--- src/rtl/ins_dispatch_pkg.sv ---
// Shared constants, field layout and types for the instruction dispatcher.
package ins_dispatch_pkg;

    localparam int unsigned DEF_INST_W = 128;
    localparam int unsigned OP_W       = 4;
    localparam int unsigned CFG_W      = 16;

    localparam logic [OP_W-1:0] OP_CONFIG  = 4'd0;
    localparam logic [OP_W-1:0] OP_BARRIER = 4'd15;

    typedef enum logic [1:0] {
        ST_IDLE,
        ST_HOLD,
        ST_ISSUE,
        ST_BARRIER
    } state_e;

    // Layer configuration as carried in the low bits of a CONFIG word.
    typedef struct packed {
        logic [3:0] in_ch_seg;
        logic [7:0] image_width;
        logic [3:0] layer_type;
    } cfg_t;

    function automatic logic is_dispatch(input logic [OP_W-1:0] op, input int unsigned n);
        return (op != OP_CONFIG) && (32'(op) <= n);
    endfunction

endpackage

--- src/rtl/ins_dispatch_sem_counter.sv ---
// Saturating up/down counter; a simultaneous inc and dec nets to no change.
module ins_dispatch_sem_counter #(
    parameter int unsigned W = 4
) (
    input  logic         clk,
    input  logic         rst,
    input  logic         inc_i,
    input  logic         dec_i,
    output logic [W-1:0] cnt_o,
    output logic         ovf_o,
    output logic         unf_o
);

    localparam logic [W-1:0] MAX = {W{1'b1}};

    logic [W-1:0] cnt_q;
    logic [W-1:0] cnt_d;

    always_comb begin
        cnt_d = cnt_q;
        ovf_o = 1'b0;
        unf_o = 1'b0;
        if (inc_i && !dec_i) begin
            if (cnt_q == MAX) ovf_o = 1'b1;
            else              cnt_d = cnt_q + W'(1);
        end else if (dec_i && !inc_i) begin
            if (cnt_q == '0) unf_o = 1'b1;
            else             cnt_d = cnt_q - W'(1);
        end
    end

    always_ff @(posedge clk or posedge rst) begin
        if (rst) cnt_q <= '0;
        else     cnt_q <= cnt_d;
    end

    assign cnt_o = cnt_q;

endmodule

--- src/rtl/ins_dispatch.sv ---
// Instruction front-end: decodes host words, latches layer config and routes
// unit instructions under semaphore dependencies and barriers.
module ins_dispatch
    import ins_dispatch_pkg::*;
#(
    parameter int unsigned INST_W   = DEF_INST_W,
    parameter int unsigned NUM_UNIT = 3,
    parameter int unsigned SEM_W    = 4
) (
    input  logic                clk,
    input  logic                rst,
    input  logic                ins_valid,
    output logic                ins_ready,
    input  logic [INST_W-1:0]   ins,
    output logic [NUM_UNIT-1:0] unit_ins_valid,
    input  logic [NUM_UNIT-1:0] unit_ins_ready,
    output logic [INST_W-1:0]   unit_ins,
    input  logic [NUM_UNIT-1:0] unit_done,
    output logic [3:0]          layer_type,
    output logic [7:0]          image_width,
    output logic [3:0]          in_ch_seg,
    output logic                busy,
    output logic                err
);

    localparam int unsigned OP_MSB  = INST_W - 1;
    localparam int unsigned DEP_MSB = INST_W - 1 - OP_W;

    state_e state_q, state_d;

    logic [INST_W-1:0]   ins_q;
    cfg_t                cfg_q;
    logic                err_q, err_d;

    logic [OP_W-1:0]     op_in, op_q;
    logic [NUM_UNIT-1:0] dep_q, unit_sel, sem_nz, out_nz;
    logic                in_fire, in_cfg, in_disp, in_bar, in_ill;
    logic                deps_ok, hold_fire, issue_fire, out_clear_nxt;

    logic [SEM_W-1:0]    sem_q [NUM_UNIT];
    logic [SEM_W-1:0]    out_q [NUM_UNIT];
    logic [NUM_UNIT-1:0] sem_ovf, sem_unf, out_ovf, out_unf;

    // Decode of the incoming host word and of the latched dispatch word.
    always_comb begin
        op_in   = ins[OP_MSB -: OP_W];
        in_fire = ins_valid && ins_ready;
        in_cfg  = (op_in == OP_CONFIG);
        in_bar  = (op_in == OP_BARRIER);
        in_disp = is_dispatch(op_in, NUM_UNIT);
        in_ill  = !(in_cfg || in_bar || in_disp);

        op_q  = ins_q[OP_MSB -: OP_W];
        dep_q = ins_q[DEP_MSB -: NUM_UNIT];
        for (int unsigned j = 0; j < NUM_UNIT; j++) begin
            unit_sel[j] = (op_q == OP_W'(j + 1));
        end

        deps_ok    = &(~dep_q | sem_nz);
        hold_fire  = (state_q == ST_HOLD) && deps_ok;
        issue_fire = (state_q == ST_ISSUE) && |(unit_sel & unit_ins_ready);
    end

    // Barrier may release when every outstanding count is zero after this cycle's completions.
    always_comb begin
        out_clear_nxt = 1'b1;
        for (int unsigned j = 0; j < NUM_UNIT; j++) begin
            if (!((out_q[j] == '0) || ((out_q[j] == SEM_W'(1)) && unit_done[j]))) begin
                out_clear_nxt = 1'b0;
            end
        end
    end

    for (genvar j = 0; j < NUM_UNIT; j++) begin : g_unit
        ins_dispatch_sem_counter #(.W(SEM_W)) u_sem (
            .clk   (clk),
            .rst   (rst),
            .inc_i (unit_done[j]),
            .dec_i (hold_fire && dep_q[j]),
            .cnt_o (sem_q[j]),
            .ovf_o (sem_ovf[j]),
            .unf_o (sem_unf[j])
        );

        ins_dispatch_sem_counter #(.W(SEM_W)) u_out (
            .clk   (clk),
            .rst   (rst),
            .inc_i (issue_fire && unit_sel[j]),
            .dec_i (unit_done[j]),
            .cnt_o (out_q[j]),
            .ovf_o (out_ovf[j]),
            .unf_o (out_unf[j])
        );

        assign sem_nz[j] = (sem_q[j] != '0);
        assign out_nz[j] = (out_q[j] != '0);
    end

    always_ff @(posedge clk or posedge rst) begin
        if (rst) state_q <= ST_IDLE;
        else     state_q <= state_d;
    end

    always_comb begin
        state_d = state_q;
        case (state_q)
            ST_IDLE: begin
                if (in_fire && in_disp)     state_d = ST_HOLD;
                else if (in_fire && in_bar) state_d = ST_BARRIER;
            end
            ST_HOLD:    if (deps_ok)       state_d = ST_ISSUE;
            ST_ISSUE:   if (issue_fire)    state_d = ST_IDLE;
            ST_BARRIER: if (out_clear_nxt) state_d = ST_IDLE;
            default:                       state_d = ST_IDLE;
        endcase
    end

    always_comb begin
        ins_ready      = (state_q == ST_IDLE);
        unit_ins_valid = (state_q == ST_ISSUE) ? unit_sel : '0;
        busy           = (state_q != ST_IDLE) || (|out_nz);
        unit_ins       = ins_q;
        layer_type     = cfg_q.layer_type;
        image_width    = cfg_q.image_width;
        in_ch_seg      = cfg_q.in_ch_seg;
        err            = err_q;
    end

    // Sticky error: illegal opcode, counter overflow, or completion with nothing outstanding.
    assign err_d = err_q || (in_fire && in_ill) || (|sem_ovf) || (|sem_unf)
                 || (|out_ovf) || (|out_unf);

    always_ff @(posedge clk or posedge rst) begin
        if (rst) begin
            ins_q <= '0;
            cfg_q <= '0;
            err_q <= 1'b0;
        end else begin
            if (in_fire && in_disp) ins_q <= ins;
            if (in_fire && in_cfg)  cfg_q <= cfg_t'(ins[CFG_W-1:0]);
            err_q <= err_d;
        end
    end

endmodule

--- config.mk ---
export PLATFORM = sky130hd
export DESIGN_NAME = ins_dispatch
export DESIGN_NICKNAME = d
export VERILOG_FILES = /design/src/rtl/ins_dispatch_pkg.sv /design/src/rtl/ins_dispatch_sem_counter.sv /design/src/rtl/ins_dispatch.sv
export SDC_FILE = /design/constraint.sdc
export NUM_CORES = 1
export LEC_CHECK = 0
export CAP_MARGIN = 20
export CORE_UTILIZATION = 35
export DETAILED_ROUTE_END_ITERATION = 7
export PLACE_DENSITY = 0.78
export SLEW_MARGIN = 20
export SYNTH_ARGS = -nofsm -noshare
export SYNTH_HDL_FRONTEND = slang
export SYNTH_SLANG_ARGS = --single-unit
--- constraint.sdc ---
create_clock -name clk -period 5.6 [get_ports clk]
set_input_delay 0.56 -clock clk [delete_from_list [all_inputs] [get_ports clk]]
set_output_delay 0.56 -clock clk [all_outputs]
set_load 0.01 [all_outputs]
# [Word-level counts from Yosys, hierarchy flattened]
# Index checks and enable logic that the tools add are counted.
[classes] bitwise_logic=3 n_eq_ne=32 add_sub_neg=12 n_shift=0 n_lt_le_gt_ge=1 multipliers=0 div_mod_pow=0 n_reduce_logical=86 mux=64
[ops] op="2-to-1 mux 4 bit" count=24
[ops] op="2-to-1 mux 1 bit" count=33
[ops] op="logical AND 1 bit" count=29
[ops] op="== test 4 bit, second input constant" count=7
[ops] op="logical NOT 4 bit" count=7
[ops] op="nonzero test 4 bit" count=7
[ops] op="adder 4 x 1 -> 4 bit, second input constant" count=6
[ops] op="subtractor 4 x 1 -> 4 bit, second input constant" count=6
[ops] op="AND reduction 3 bit" count=7
[ops] op="!= test 2 bit, second input constant" count=9
[ops] op="OR reduction 3 bit" count=6
[ops] op="== test 4 x 1 -> 1 bit, second input constant" count=4
[ops] op="nonzero test 2 bit" count=7
[ops] op="!= test 2 x 1 -> 1 bit, second input constant" count=6
[ops] op="logical OR 1 bit" count=11
[ops] op="logical NOT 1 bit" count=10
[ops] op="2-to-1 mux 2 bit" count=5
[ops] op="== test 4 x 2 -> 1 bit, second input constant" count=2
[ops] op="one-hot mux 2 bit (4 select lines)" count=1
[ops] op="== test 2 bit, second input constant" count=2
[ops] op="<= comparator 4 x 2 -> 1 bit, second input constant" count=1
[ops] op="AND reduction 4 bit" count=1
[ops] op="bitwise AND 3 bit" count=1
[ops] op="2-to-1 mux 3 bit" count=1
[ops] op="5 further kinds" count=5
[word_totals] ram_bits=0 out_inout_bits=150 rom_bits=0 memories=0 elab_cells=210 in_bits=137 ff_bits=171 latchBits=0

# [Logic depth before layout (Yosys ltp)]
[depth] ltp_word=13 ltp_mapped=11 ltp_nobuf=10

# [Cells and area by module]
# A second synthesis with hierarchy kept.
[hier_totals] hier_cells=584 hier_area_um2=8015.2
[modules_own_cells] mod="ins_dispatch" instances=1 area_each_um2=5898.2 seq_area_each_um2=3678.5 cells_each=368
[modules_own_cells] mod="ins_dispatch_sem_counter" instances=6 area_each_um2=352.8 seq_area_each_um2=100.1 cells_each=36

# [Worst setup path before layout]
# Ideal clock, no wire load.
[synth_path] kind="reg2reg" start="register g_unit[1].u_sem.cnt_q[1]" end="register g_unit[2].u_sem.cnt_q[3]" setup_time_ps=129 n_path_buf=0 required_ps=5471 path_slack_ps=2919 synth_period_minus_slack_ps=2681 path_stages_with_launch=10 arrival_time_ps=2551 path_cell_list="dfrtp_1 -> or4b_1 -> o2bb2ai_2 -> o21ai_0 -> ha_1 -> a21o_1 -> a21o_1 -> nor4_1 -> o21bai_1 -> a21oi_1"
[synth_between] elab_chain_len=9 word_cells_on_any_way=13 classes_between="eq/ne (2); mux (1); bitwise (1); reduce/logical (9)"
[synth_rtl] element="start, declared" line="ins_dispatch_sem_counter.sv:16" rtl="logic [W-1:0] cnt_q;"
[synth_rtl] element="start signal, assigned" line="ins_dispatch_sem_counter.sv:34" rtl="else cnt_q <= cnt_d;"
[synth_rtl] element="nonzero test 4 bit (*)" line="ins_dispatch.sv:95" rtl="assign sem_nz[j] = (sem_q[j] != '0);"
[synth_rtl] element="bitwise OR 3 bit (*)" line="ins_dispatch.sv:59" rtl="deps_ok = &(~dep_q | sem_nz);"
[synth_rtl] element="AND reduction 3 bit (*)" line="ins_dispatch.sv:59"
[synth_rtl] element="logical AND 1 bit (*)" line="ins_dispatch.sv:60" rtl="hold_fire = (state_q == ST_HOLD) && deps_ok;"
[synth_rtl] element="logical AND 1 bit (*)" line="ins_dispatch.sv:79" rtl=".dec_i (hold_fire && dep_q[j]),"
[synth_rtl] element="logical NOT 1 bit" line="ins_dispatch_sem_counter.sv:23" rtl="if (inc_i && !dec_i) begin"
[synth_rtl] element="logical AND 1 bit" line="ins_dispatch_sem_counter.sv:23"
[synth_rtl] element="!= test 2 bit (no source line), or another cell as far along"
[synth_rtl] element="AND reduction 3 bit (no source line)"
[synth_rtl] element="end signal, assigned" line="ins_dispatch_sem_counter.sv:34"
[synth_rtl] element="end, declared" line="ins_dispatch_sem_counter.sv:16"
# Every way passes the cells marked *; elsewhere a longest branch is shown, timed or not.
# A chain may end at the register's enable or synchronous reset.

# [Worst setup path in the final report]
# Same ends and word-level chain as after synthesis.

==> metrics.cfg <==
[timing]
hold_viol=0
finalMaxSlewViolations=0
fin_skew_ns=0.0180
period_share_pct=55.1
fin_setup_tns_ns=0
setup_viol_count_final=0
post-route-min-period_ns=3.09
hold_ws_ns=0.503
layout_setup_ws_ns=2.51
rsz0062_at_grt=no
maxSlewHeadroom_pct=39.4
max_slew.worst_pin.slew_ns=0.906
max_freq_ghz=0.324

[floorplanning]
die_w_um=148
dieArea_sq_um=21900
fp-row-count=53
die_y_um=148
core_sq_um=21000
io_pins=287
initial_core_util_pct=35.6

[global_route]
antenna_found_initial=0
grt_pass1_vias=5669
grt_first_pass_wirelength_mm=29.4
grt_max_degree=111
grt-ovfl-total=0
grt_use_total_pct=17.3

[status]
status=finished, final reports clean

[setup_path]
required_ns=5.91
worstPathMaxFanout=8
cp_num_buf_inv=0
cp-start-kind=flop
crit_chain=or4b_1 -> o2bb2ai_2 -> o21ai_0 -> ha_1 -> a21o_1 -> a21o_1 -> nor4_1 -> o21bai_1 -> a21oi_1
setup.worst_path.end_class=flop
cp_data_arrival_time_ns=3.40
worst_path_most_repeated_cell=a21o_1
slowest_stage=or4b_1
crit_family=compound AO/OA/AOI/OAI gates
reg2reg_slack_ns=2.51
path_class=reg2reg
critPathMaxStageDelay_ns=0.55

[pwr]
finalPower_mw=6.01
p_sw_share_pct=33.1
power.density_nw_per_um2=537
internal_power_mw=4.02
clkPwrFrac_pct=19.8
ir_drop_v=0.000260
p_leak_nw=4.62
p_comb_share_pct=42.5
p_sw_mw=1.99
seq_power_share_pct=37.7

[cts]
ctsHoldBuffers=0
cts_root_buf=clkbuf_16
tritoncts=yes
cts_made_buffers=17
clk_pin_slew_ns=0.08
cts.sinks=171
postCtsSetupRepairBufs=0
clkLatencyLatePin_ns=0.43
clock_path_buffers=2
h-tree-depth=4
post_cts_resize_count=0

[routing]
dr_total_vias=5368
wl_mm=18.8
first_pass_iters=6
drt_iter0_markers=150
route.met2.wl_mm=9.46
via_per_inst=4.86
wl_met1_mm=7.37
route.detailed.drc=0
ant_nets=0
wl_per_cell_um=17.0
met3_length_mm=1.62
top_layer=met4

[yosys]
yosysWarnings=0
syn_nets=690
synthArstFlopShare_pct=100
synth_top_area_share_pct=57.3
synthCells=533
synth_area_sq_um=7460
avgSynthCellArea_sq_um=14.0
synthFlopType=dfrtp_1
synth.area.top_cells=dfrtp_1 57%, mux2_2 23%, ha_1 2.8%, xnor2_1 1.3%, buf_2 1.0%
synth.largest_area_cell=dfrtp_1
yosysUniqueCellTypes=52
synth_edf_count=0
ys_seq_area_share_pct=57.3
ys_ff_latch=171

[cells_and_area]
post_route_cells_drive_above_1_share_pct=22.9
fillCellCount=1839
area_growth_pct=50.0
antenna_cells=0
finalNonFillerCells=1105
nNetsFinal=974

[placed_design]
place_congestion=0.822
dp_hpwl_mm=13.7
dp_worst_setup_slack_ns=2.45
portBuffers=286
dp.cells=1073

[flow_run]
max_cap_viol_count=0

[min_path]
worstHoldPathType=reg2reg

==> placed cells by master, fill, tap and decap left out, types with 9 or more instances in the layout <==
cell / n
xnor2_1: 11
nand3_1: 9
nor2_1: 11
dfrtp_1: 171
inv_1: 11
ha_1: 17
mux2_2: 150
a21oi_1: 11
nand2_1: 10
o21ai_0: 10
clkbuf_16: 17
clkdlybuf4s50_1: 286
==> cell usage after synthesis (all sizes together) (2+ instances only) <==
| library cell | instances |
|---|---|
| a21o | 6 |
| a21oi | 11 |
| a31oi | 3 |
| and2 | 3 |
| and4 | 3 |
| buf | 17 |
| clkbuf | 7 |
| dfrtp | 171 |
| fa | 3 |
| ha | 17 |
| inv | 12 |
| mux2 | 150 |
| mux2i | 7 |
| nand2 | 10 |
| nand3 | 9 |
| nand3b | 2 |
| nand4 | 7 |
| nand4b | 2 |
| nor2 | 12 |
| nor2b | 6 |
| nor3 | 6 |
| nor3b | 4 |
| nor4 | 8 |
| o211ai | 3 |
| o21ai | 11 |
| o2bb2ai | 3 |
| or2 | 2 |
| or4 | 3 |
| or4b | 2 |
| xnor2 | 11 |
| xor2 | 7 |
==> path summary, 6_finish.rpt <==
kind | endpoint | startpoint | cells past startpoint
worst max-delay path | g_unit[2].u_sem.cnt_o[3]$_DFFE_PP0P_ | g_unit[1].u_sem.cnt_o[1]$_DFFE_PP0P_ | 9
worst min-delay path | g_unit[0].u_sem.cnt_o[3]$_DFFE_PP0P_ | g_unit[0].u_sem.cnt_o[3]$_DFFE_PP0P_ | 1
worst max register to register | g_unit[2].u_sem.cnt_o[3]$_DFFE_PP0P_ | g_unit[1].u_sem.cnt_o[1]$_DFFE_PP0P_ | 9
worst min register to register | g_unit[0].u_sem.cnt_o[3]$_DFFE_PP0P_ | g_unit[0].u_sem.cnt_o[3]$_DFFE_PP0P_ | 1
max in group asynchronous | unit_ins[24]$_DFFE_PP0P_ | rst | 3
min in group asynchronous | unit_ins[64]$_DFFE_PP0P_ | rst | 2
==> final cells by class <==
cell class	instances	area, sq um	area share [%]
Clock inverter	14	175	1.56
Inverter	12	50.0	0.447
Tap cell	275	344	3.07
Timing Repair Buffer	289	2900	25.9
Clock buffer	18	429	3.83
Sequential cell	171	4280	38.2
Multi-Input combinational cell	326	3020	27.0
==> stage by stage <==
stage          instance area, sq um  util, %
2_1_floorplan                  7460        -
3_3_place_gp                  10600     50.6
3_5_place_dp                  10600     50.6
4_1_cts                       11200     53.4
5_1_grt                       11200     53.4
6_report                      11200     53.4
==> routing by layer <==
metal  GRT usage [%]  vias to the layer above
li1                -                     2504
met1            19.9                     2652
met2            29.3                      188
met3            7.01                       24
met4            5.46                        0
met5               0                        -
==> logic make-up (layout without fill, tap and decap cells) <==
family                     count (synthesis)  in the layout  share of synthesized area [%]
buffers and inverters                     36            333                           2.26
and+or+nand+nor                           84             84                           6.67
AOI/OAI and AO/OA                         47             47                           4.39
xor gates and xnor gates                  18             18                           2.11
DFF                                      171            171                           57.3
adders and majority gates                 20             20                           3.65
muxes                                    157            157                           23.6
==> flip-flops by register name (all words and copies together) (netlist names) <==
signal,cells
g_unit.u_sem.cnt_o,12
layer_type,4
unit_ins,128
g_unit.u_out.cnt_o,12
image_width,8
state_q,2
err,1
in_ch_seg,4
==> power by group through the flow <==
stage | clock network [mW] | logic (mW) | registers, mW
finish | 1.19 | 2.56 | 2.26
floorplan | 0 | 0.981 | 2.44
CTS | 1.23 | 2.59 | 2.27
detailed placement | 0 | 2.57 | 2.28
global route | 1.27 | 2.73 | 2.35
global placement | 0 | 2.53 | 2.25
Note: power is estimated with default switching activity, not from simulation.
